### config.mk
export PLATFORM = sky130hd
export DESIGN_NAME = l2_req_arbiter
export DESIGN_NICKNAME = d
export VERILOG_FILES = /design/src/rtl/l2_req_arbiter.sv
export SDC_FILE = /design/constraint.sdc
export NUM_CORES = 1
export LEC_CHECK = 0
export ABC_AREA = 1
export CAP_MARGIN = 5
export CELL_PAD_IN_SITES_DETAIL_PLACEMENT = 0
export CELL_PAD_IN_SITES_GLOBAL_PLACEMENT = 1
export CORE_AREA = 2 2 235 237
export DETAILED_ROUTE_END_ITERATION = 16
export DIE_AREA = 0 0 237 239
export PLACE_DENSITY_LB_ADDON = 0.1
export SYNTH_ARGS = -nofsm -noshare
export SYNTH_HDL_FRONTEND = slang
export SYNTH_SLANG_ARGS = --single-unit
### constraint.sdc
create_clock -name clk -period 1.8 [get_ports clk]
set_clock_uncertainty 0.1 [all_clocks]
set_input_delay 0.18 -clock clk [delete_from_list [all_inputs] [get_ports clk]]
set_output_delay 0.18 -clock clk [all_outputs]
set_load 0.03 [all_outputs]
### src/rtl/l2_req_arbiter.sv
// rtl/l2_req_arbiter.sv - arbitrates the shared L2 port between icache and dcache miss paths
//
// Purpose: grants the single L2 request port to one of the icache or dcache
// controllers. It captures the winner's addr/rw/wd, issues l2_req, returns
// rdy and refill data to the owner only, and holds the grant until the
// owner signals complete.
//
// Configuration macro: ARB_RR_EN
//   defined   - round-robin on simultaneous requests (DC wins the first tie)
//   undefined - fixed priority, dcache wins every tie
//
// Ports:
//   clk, rst                    clock, synchronous active-high reset
//   ic_irq/addr/rw/complete     icache request side
//   ic_busy, ic_rdy             L2 unavailable / data valid for icache
//   dc_irq/addr/rw/wd/complete  dcache request side
//   dc_busy, dc_rdy             L2 unavailable / op done for dcache
//   l2_req/addr/rw/wd           captured request towards L2
//   l2_ack, l2_rd               L2 completion and read block
//   rd_data                     l2_rd passthrough, valid while a rdy is high
module l2_req_arbiter #(
  parameter int ADDR_W = 28,
  parameter int DATA_W = 128
) (
  input  logic              clk,
  input  logic              rst,
  input  logic              ic_irq,
  input  logic [ADDR_W-1:0] ic_addr,
  input  logic              ic_rw,
  input  logic              ic_complete,
  output logic              ic_busy,
  output logic              ic_rdy,
  input  logic              dc_irq,
  input  logic [ADDR_W-1:0] dc_addr,
  input  logic              dc_rw,
  input  logic [DATA_W-1:0] dc_wd,
  input  logic              dc_complete,
  output logic              dc_busy,
  output logic              dc_rdy,
  output logic              l2_req,
  output logic [ADDR_W-1:0] l2_addr,
  output logic              l2_rw,
  output logic [DATA_W-1:0] l2_wd,
  input  logic              l2_ack,
  input  logic [DATA_W-1:0] l2_rd,
  output logic [DATA_W-1:0] rd_data
);

  typedef enum logic [1:0] {IDLE, REQ, WAIT_CMP, RELEASE} state_t;

  localparam logic SIDE_IC = 1'b0;
  localparam logic SIDE_DC = 1'b1;

  state_t state;
  logic   owner;
  logic   winner;
  logic   ack_hit;
  logic   owner_complete;

`ifdef ARB_RR_EN
  // Side served most recently; a tie goes to the other side.
  logic rr_ptr;

  always_comb begin
    winner = SIDE_IC;
    if (dc_irq && (!ic_irq || rr_ptr == SIDE_IC)) winner = SIDE_DC;
  end
`else
  always_comb begin
    winner = dc_irq ? SIDE_DC : SIDE_IC;
  end
`endif

  assign owner_complete = (owner == SIDE_DC) ? dc_complete : ic_complete;

  always_ff @(posedge clk) begin
    if (rst) begin
      state   <= IDLE;
      owner   <= SIDE_IC;
      l2_req  <= 1'b0;
      l2_addr <= '0;
      l2_rw   <= 1'b0;
      l2_wd   <= '0;
`ifdef ARB_RR_EN
      rr_ptr  <= SIDE_IC;
`endif
    end else begin
      case (state)
        IDLE: begin
          if (ic_irq || dc_irq) begin
            owner   <= winner;
            l2_addr <= (winner == SIDE_DC) ? dc_addr : ic_addr;
            l2_rw   <= (winner == SIDE_DC) ? dc_rw : ic_rw;
            l2_wd   <= (winner == SIDE_DC) ? dc_wd : '0;
            l2_req  <= 1'b1;
            state   <= REQ;
          end
        end
        REQ: begin
          // Held until ack even if the owner drops irq: no abort path.
          if (l2_ack) begin
            l2_req <= 1'b0;
            state  <= WAIT_CMP;
          end
        end
        WAIT_CMP: begin
          if (owner_complete) state <= RELEASE;
        end
        RELEASE: begin
`ifdef ARB_RR_EN
          rr_ptr <= owner;
`endif
          state  <= IDLE;
        end
        default: state <= IDLE;
      endcase
    end
  end

  assign ack_hit = (state == REQ) && l2_ack;
  assign ic_rdy  = ack_hit && (owner == SIDE_IC);
  assign dc_rdy  = ack_hit && (owner == SIDE_DC);
  assign rd_data = ack_hit ? l2_rd : '0;

  // In IDLE the registered owner is stale, so only a same-cycle tie
  // produces busy (for the side that loses it).
  always_comb begin
    ic_busy = 1'b0;
    dc_busy = 1'b0;
    if (state == IDLE) begin
      if (ic_irq && dc_irq) begin
        ic_busy = (winner == SIDE_DC);
        dc_busy = (winner == SIDE_IC);
      end
    end else begin
      ic_busy = (owner == SIDE_DC);
      dc_busy = (owner == SIDE_IC);
    end
  end

endmodule

==> results.py, run 1 <==
metrics = {
    "sta": {
        "period_needed_ps": 2010,
        "fmax_mhz": 498,
        "period_share_pct": 111,
        "slew_headroom_pct": 63.6,
        "finalHoldViolCount": 0,
        "setup_violations": 131,
        "rsz0062_at_grt": "true",
        "setup_ws_ps": -207,
        "hold_slack_ps": 53.7,
        "worstMarginPinSlew_ps": 548,
        "final_max_slew_viol_count": 0,
    },
    "logic_synthesis": {
        "ys_seq_area_share_pct": 45.6,
        "async_flop_share_pct": 0,
        "ys_types": 18,
        "synthTopCellsByArea": "dfxtp_1 46%, nand2_1 17%, a21oi_1 9.3%",
        "synth_compound_area_share_pct": 13.7,
        "synth_nets": 1365,
        "syn_inst": 1040,
        "synth_mux_area_share_pct": 0,
        "synth_area_sq_um": 7070,
        "synth-edff-count": 0,
        "yosysWarnings": 0,
        "synthAdderAreaFrac_pct": 0.708,
        "synth_top_family_by_area": "simple AND/OR/NAND/NOR gates",
        "synthMostInstantiatedCell": "nand2_1",
        "yosys.area.top_type": "dfxtp_1",
        "synth-simple-area-share_pct": 27.4,
        "synth-xor-area-share_pct": 0,
        "synth-seq-cells": 161,
        "syn_avg_cell_area_sq_um": 6.80,
        "synth_ff_type": "dfxtp_1",
        "synthTopCellsByCount": "326 x nand2_1, 161 x dfxtp_1, 142 x nor2_1",
        "synth_top_area_share_pct": 45.6,
    },
    "run": {
        "timing.max_cap.violations": 0,
    },
    "power": {
        "p_switching_mw": 7.85,
        "clkPwrFrac_pct": 20.8,
        "p_leak_nw": 7.38,
        "swShare_pct": 43.2,
        "seq_power_share_pct": 24.8,
        "powerDensity_nw_per_um2": 1140,
        "vdd_drop_max_v": 0.000519,
        "p_comb_share_pct": 54.4,
        "p_int_mw": 10.3,
    },
    "grt": {
        "grt_pass1_vias": 8708,
        "grt_pass1_wl_microns": 63000,
        "grt_max_degree": 73,
        "antenna_found_initial": 12,
        "globalRouteOverflowTotal": 0,
        "grt_use_total_pct": 15.6,
    },
    "worst_setup_path": {
        "ff2ff_path_depth": 8,
        "worstPathMaxFanout": 8,
        "critPathKind": "reg -> out",
        "cp-start-kind": "flop",
        "end_kind": "primary output",
        "cp.arrival_ps": 1730,
        "rrSetupSlack_ps": 140,
        "worstPathRequired_ps": 1520,
    },
    "detailed_routing": {
        "drtAntennaViolNets": 0,
        "dr.pass1.iters": 4,
        "wirelength_microns": 45900,
        "drc": 0,
        "wl_per_cell_microns": 19.3,
        "drt_iter0_markers": 239,
        "via_per_inst": 3.74,
        "vias": 8913,
    },
    "placement": {
        "gp_congestion": 0.841,
        "io_buffers": 610,
        "dpl.hpwl_microns": 35900,
    },
    "outcome": {
        "violations": "setup timing",
        "status": "complete, but fails checks",
    },
    "clocking": {
        "cts_tree": "yes",
        "root_buffer": "clkbuf_16",
        "clk_pin_slew_worst_paths_ps": 70,
        "h-tree-depth": 4,
        "clkLatencyLatePin_ps": 470,
        "cts_sinks": 161,
        "numCtsBuffers": 17,
        "clock_path_buffers": 2,
    },
    "floorplanning": {
        "boundaryPins": 611,
        "die_area_sq_um": 56600,
        "coreArea_sq_um": 54300,
        "fp.dieW_microns": 237,
        "die_y_microns": 239,
        "num_rows": 86,
        "start_util_pct": 13.0,
    },
    "layout": {
        "utilization_pct": 29.3,
        "drive_gt1_share_pct": 20.4,
        "area_delta_synth_final_pct": 125,
        "fin_nets": 1989,
        "n_antenna_cell": 0,
    },
    "hold_path": {
        "min_path_cells": 3,
        "hold_class": "in -> reg",
    },
}
-- kinds of logic (layout without fill, tap and decap cells) --
family | Yosys count | after routing
compound gates | 162 | 162
simple gates | 503 | 503
flops | 161 | 161
buf+inv | 210 | 846
fa+ha+maj | 4 | 4
-- worst max-delay path, cell delays in order (launching register included) --
cell and delay [ps]:
dfxtp_2 320, inv_2 70, ha_4 160, nand2_8 90
buf_12 180, clkbuf_16 180, nor2_2 100, buf_6 140
-- layout by cell type, fill, tap and decap left out, types with 3 or more instances in the layout --
master           count
nor2_1              41
clkinvlp_4           4
buf_6               84
nor2_4              74
nor2_2              29
inv_1              136
nand3_1             33
dlygate4sd2_1      158
o211a_1             29
buf_16               3
clkbuf_16           22
clkdlybuf4s50_1    319
dfxtp_1            159
a21oi_1            131
nand2_1            325
buf_12              44
buf_4               62
-- sequential cells by signal, indices dropped and copies added, names as in the netlist --
register and count:
l2_addr 28, l2_req 1, l2_rw 1, l2_wd 128, owner 1, state 2
-- power by group through the flow --
stage	combinational, mW	sequential [mW]	clock (mW)
finish	9.89	4.50	3.79
global route	10.6	4.59	4.12
CTS	9.38	4.51	4.01
detailed placement	9.23	4.59	0
global placement	9.24	4.57	0
floorplan	3.46	5.74	0
-- per-stage QoR --
stage / instances / total power, mW / worst slack, ps / setup TNS (ps) / instance area (sq um)
finish: 2380 / 18.2 / -207 / -20020 / 15900
global route: 2380 / 19.3 / -300 / -30250 / 15900
CTS: 2368 / 17.9 / -303 / -28160 / 15100
detailed placement: 2332 / 13.8 / -124 / -6130 / 14200
global placement: 2332 / 13.8 / -87.4 / -2330 / 14200
floorplan: 1040 / 9.20 / 82.4 / 0 / 7070
-- path summary, 6_finish.rpt --
path                                             start                      end
worst max-delay path             state[1]$_SDFFE_PP0P_              rd_data[77]
worst min-delay path                               rst  l2_wd[126]$_SDFFE_PP0P_
worst max register to register   state[0]$_SDFFE_PP0P_   l2_wd[81]$_SDFFE_PP0P_
worst min register to register  l2_wd[55]$_SDFFE_PP0P_   l2_wd[55]$_SDFFE_PP0P_
-- repair_timing --
| action | 4_1_cts | 5_1_grt |
|---|---|---|
| hold buffers | 0 | 0 |
| setup endpoints to repair | 315 | 166 |
| pin swaps | 0 | 1 |
| buffers inserted | 3 | 7 |
| gates resized for setup | 275 | 173 |
| cloned | 2 | 6 |
-- area by class of cell --
| class | count | area, sq um |
|---|---|---|
| Clock inverter | 12 | 128 |
| Sequential cell | 161 | 3230 |
| Multi-Input combinational cell | 669 | 3620 |
| Inverter | 138 | 518 |
| Clock buffer | 19 | 453 |
| Timing Repair Buffer | 677 | 7110 |
| Fill cell | 5957 | 38400 |
| Tap cell | 704 | 881 |
-- layer usage --
layer / vias to the layer above / track usage (%) / wire length [microns]
li1: 4431 / - / -
met1: 4104 / 16.1 / 17100
met2: 317 / 29.1 / 24400
met3: 47 / 6.00 / 3510
met4: 14 / 4.22 / 796
met5: - / 0 / 78
No activity file was read; power rests on OpenSTA's default activity.
==> run 2, diff against run 1 <==
Settings changed: SETUP_SLACK_MARGIN from default to 0.4.
==> results.py, run 2 (synthesis results as in run 1) <==
metrics = {
    "outcome": {
        "status": "complete, but fails checks",
        "violations": "setup timing",
    },
    "layout": {
        "fill_cells": 5910,
        "drive_gt1_share_pct": 37.9,
        "fin_nets": 2034,
        "largest_reg_flops": 128,
        "mostFrequentLayoutCell": "clkdlybuf4s50_1",
        "finalInstanceArea_sq_um": 16700,
        "final_cell_mix": "319 x clkdlybuf4s50_1, 259 x nand2_1, 159 x dfxtp_1",
        "area_delta_synth_final_pct": 136,
        "top_register": "l2_wd",
        "largest_registers": "l2_wd x128, l2_addr x28, state x2",
    },
    "floorplanning": {
        "die_area_sq_um": 56600,
        "start_util_pct": 13.0,
        "boundaryPins": 611,
        "num_rows": 86,
        "coreArea_sq_um": 54300,
        "fp.dieW_microns": 237,
        "die_y_microns": 239,
    },
    "worst_setup_path": {
        "cp-start-kind": "flop",
        "max_stage_delay_ps": 350,
        "critPathKind": "reg -> reg",
        "worstPathRequired_ps": 2050,
        "critPathSlowestCell": "dfxtp_2",
        "end_kind": "flop",
        "cp.arrival_ps": 2280,
        "worstPathMaxFanout": 6,
        "critical_path.cell_chain": "inv_4, buf_4, buf_6, ha_4, buf_6, o21ai_4, nor2_4, buf_12, buf_12, buf_12, clkbuf_16, nand2_4, a21oi_2",
        "cpMostUsedCell": "buf_12",
    },
    "power": {
        "p_leak_nw": 7.82,
        "power_mw": 21.2,
        "powerDensity_nw_per_um2": 1270,
        "vdd_drop_max_v": 0.000602,
    },
    "detailed_routing": {
        "drtAntennaViolNets": 0,
        "wl_per_cell_microns": 18.9,
        "drt_iter0_markers": 181,
        "vias": 9071,
        "wirelength_microns": 45800,
        "drc": 0,
        "via_per_inst": 3.74,
        "dr.pass1.iters": 4,
    },
    "sta": {
        "final_max_slew_viol_count": 0,
        "worstMarginPinSlew_ps": 433,
        "tns_ps": -37680,
        "rsz0062_at_grt": "true",
        "period_needed_ps": 2030,
        "setup_ws_ps": -229,
        "slew_headroom_pct": 71.1,
        "hold_slack_ps": 153,
        "fmax_mhz": 493,
        "finalHoldViolCount": 0,
        "setup_violations": 285,
        "period_share_pct": 113,
    },
    "placement": {
        "place_ws_ps": -17.3,
        "dpl.hpwl_microns": 33100,
        "io_buffers": 610,
        "gp_congestion": 0.831,
        "place_area_sq_um": 14300,
    },
    "grt": {
        "antenna_found_initial": 8,
        "grt_use_total_pct": 15.4,
        "grt_pass1_wl_microns": 62800,
        "grt_pass1_vias": 8897,
        "grt_max_degree": 73,
        "globalRouteOverflowTotal": 0,
    },
    "clocking": {
        "cts_tree": "yes",
        "numCtsBuffers": 17,
        "cts_sinks": 161,
        "clkLatencyLatePin_ps": 470,
        "root_buffer": "clkbuf_16",
        "h-tree-depth": 4,
        "clock_path_buffers": 2,
        "clk_pin_slew_worst_paths_ps": 80,
    },
    "run": {
        "timing.max_cap.violations": 0,
    },
    "hold_path": {
        "hold_class": "in -> reg",
    },
}
## run 2: stage by stage
step	util [%]	cells
2_1_floorplan	-	1040
3_3_place_gp	26.2	2324
3_5_place_dp	26.2	2324
4_1_cts	28.8	2414
5_1_grt	30.7	2426
6_report	30.7	2427
## run 2: where the power goes
part	leakage (nW)	total, mW	internal [mW]	switching [mW]
logic	6.21	12.7	6.05	6.62
registers	1.32	4.54	4.20	0.342
clock network	0.296	4.04	2.26	1.78
total	7.82	21.2	12.5	8.74
## run 2: final cells by class
cell class              instances  area [sq um]  share of cell area (%)
diodes                          1          2.50                  0.0150
clock buffers                  20           447                    2.68
clock inverters                12           171                    1.03
inverters                     138           526                    3.15
multi-input cells             670          4010                    24.0
flip-flops and latches        161          3230                    19.4
well taps                     704           881                    5.28
repair buffers                721          7420                    44.5
## run 2: timing repair
action	in CTS	in global routing
setup endpoints to repair	450	293
cloned	28	5
hold endpoints to repair	10	0
hold buffers	1	0
setup buffers	29	7
gates resized for setup	930	241
pin swaps	35	28
## run 2: layer usage
layer  routed length [microns]  up-vias  GRT usage (%)
met3                      3710       50           5.83
met2                     23900      317           28.2
li1                          -     4536              -
met1                     17200     4156           16.2
met5                        72        -              0
met4                       862       12           4.79
## run 2: worst paths after layout
| kind | slack, ps | startpoint | depth (start not counted) | endpoint |
|---|---|---|---|---|
| min reg2reg | 360 | l2_wd[106]$_SDFFE_PP0P_ | 2 | l2_wd[106]$_SDFFE_PP0P_ |
| max reg2reg | -230 | state[1]$_SDFFE_PP0P_ | 13 | l2_wd[46]$_SDFFE_PP0P_ |
| min | 150 | dc_wd[62] | 3 | l2_wd[62]$_SDFFE_PP0P_ |
| max | -230 | state[1]$_SDFFE_PP0P_ | 13 | l2_wd[46]$_SDFFE_PP0P_ |
## run 2: worst max-delay path, delay by kind of cell, from the launching register on
family          cells  cell delay [ps]
flops               1              350
compound gates      2              150
simple gates        2              140
buf+inv             8              980
fa+ha+maj           1              160
==> variant: new RTL, flow settings as in run 1 <==
The option `ARB_RR_EN` is turned on by a define.
--- a/src/rtl/l2_req_arbiter.sv
+++ b/src/rtl/l2_req_arbiter.sv
@@ -19,4 +19,6 @@
 //   l2_ack, l2_rd               L2 completion and read block
 //   rd_data                     l2_rd passthrough, valid while a rdy is high
+`define ARB_RR_EN
+
 module l2_req_arbiter #(
   parameter int ADDR_W = 28,
Behaviour: no difference found for any inputs over 4 cycles, from zero or initial values and one cycle with rst high; that may be too few to reach the edited logic, so the function may still have changed.
==> variant against run 1 <==
The run still ends with negative setup slack left. Largest power group unchanged. Sequential cell count rose by 1. Power rose by 18%. Critical endpoint is now l2_wd[27]. Worst hold slack improved by 0.12 ns. Maximum frequency fell by 0.66%. Cell count rose by 2.8%. Area after synthesis rose by 0.81%. Design area rose by 9.0%. Routed wire length rose by 2.4%. Worst setup slack got worse by 0.013 ns.
==> variant: results <==
[detailed_routing]
drt_iter0_markers = 283
dr.pass1.iters = 6

[sta]
holdWs_ns = 0.171
setup_viol = 292
setup_ws_ns = -0.220
setup_tns_ns = -43.28
relSlewSlack_pct = 67.8

[place]
hpwlAfterDp_um = 32300
pre_cts_slack_ns = -0.0719
gp_congestion = 0.839
dp.cells = 2353
dpl-instance-area_um2 = 14100

[min_path]
hold-path-endpoint = "l2_wd[31]"
min_from = "dc_wd[31]"

[logic_synthesis]
netlist-cell-type-count = 19
seq_area_frac_synth_pct = 45.5
ys_top_cells_by_count = "326 x nand2_1, 169 x nor2_1, 162 x dfxtp_1"

[critical_path]
worst-r2r-cell-count = 13
r2r_start = "state[1]"
critical_path.max_fanout = 14
reg2reg_to = "l2_wd[27]"

[status]
status = "finished, violations left"
violations = "negative setup slack"

[clock_network]
holdBufCountCts = 1
cts-resized-gates = 356

[global_routing]
grtUsageTotal_pct = 14.5
use_met3_pct = 6.40
grtUsageMet2_pct = 24.1
antenna_found_initial = 4

[power]
power_leakage_nw = 7.50

[layout]
n_fill_cell = 5794
variant: cell count changes in the layout (fill, tap and decap cells not counted), sizes merged, moves of 3 or more:
| cell | delta |
|---|---|
| nand3 | -28 |
| a21oi | +30 |
| dlygate4sd2 | -54 |
| buf | +10 |
| o211a | -29 |
| o21ai | +29 |
| clkinvlp | -3 |
| nor2 | +28 |
| clkbuf | +17 |
| clkdlybuf4s50 | +54 |
variant: where the power goes:
group / switching (mW) / internal [mW]
registers: 0.430 / 4.39
logic: 6.98 / 5.64
clock network: 1.71 / 2.27
total: 9.12 / 12.3
variant: worst max-delay path by stage:
stage | slack [ns] | cells past startpoint | end | start
floorplan | 0.07 | 6 | rd_data[100] | state[1]
global placement | -0.05 | 6 | rd_data[64] | l2_ack
detailed placement | -0.07 | 6 | rd_data[59] | l2_ack
CTS | -0.26 | 7 | rd_data[3] | state[1]
global route | -0.31 | 7 | rd_data[127] | state[1]
finish | -0.22 | 13 | l2_wd[27] | state[1]
variant: final cells by class:
class | count | share of cell area [%]
clock inverter | 11 | 0.886
timing repair buffer | 704 | 45.4
tap | 704 | 5.07
antenna | 2 | 0.0288
inverter | 140 | 3.08
sequential | 162 | 18.7
multi-input combinational | 703 | 24.2
clock buffer | 20 | 2.63
variant: cells by family after synthesis:
group,synth area share (%)
flops,45.5
simple gates,26.9
fa+ha+maj,0.878
compound gates,14.1
buf+inv,12.6
variant: layer usage:
metal | part of all wire [%] | wire [um]
met5 | 0.087 | 41
met4 | 1.0 | 469
met3 | 8.1 | 3820
met2 | 47 | 22100
met1 | 44 | 20600
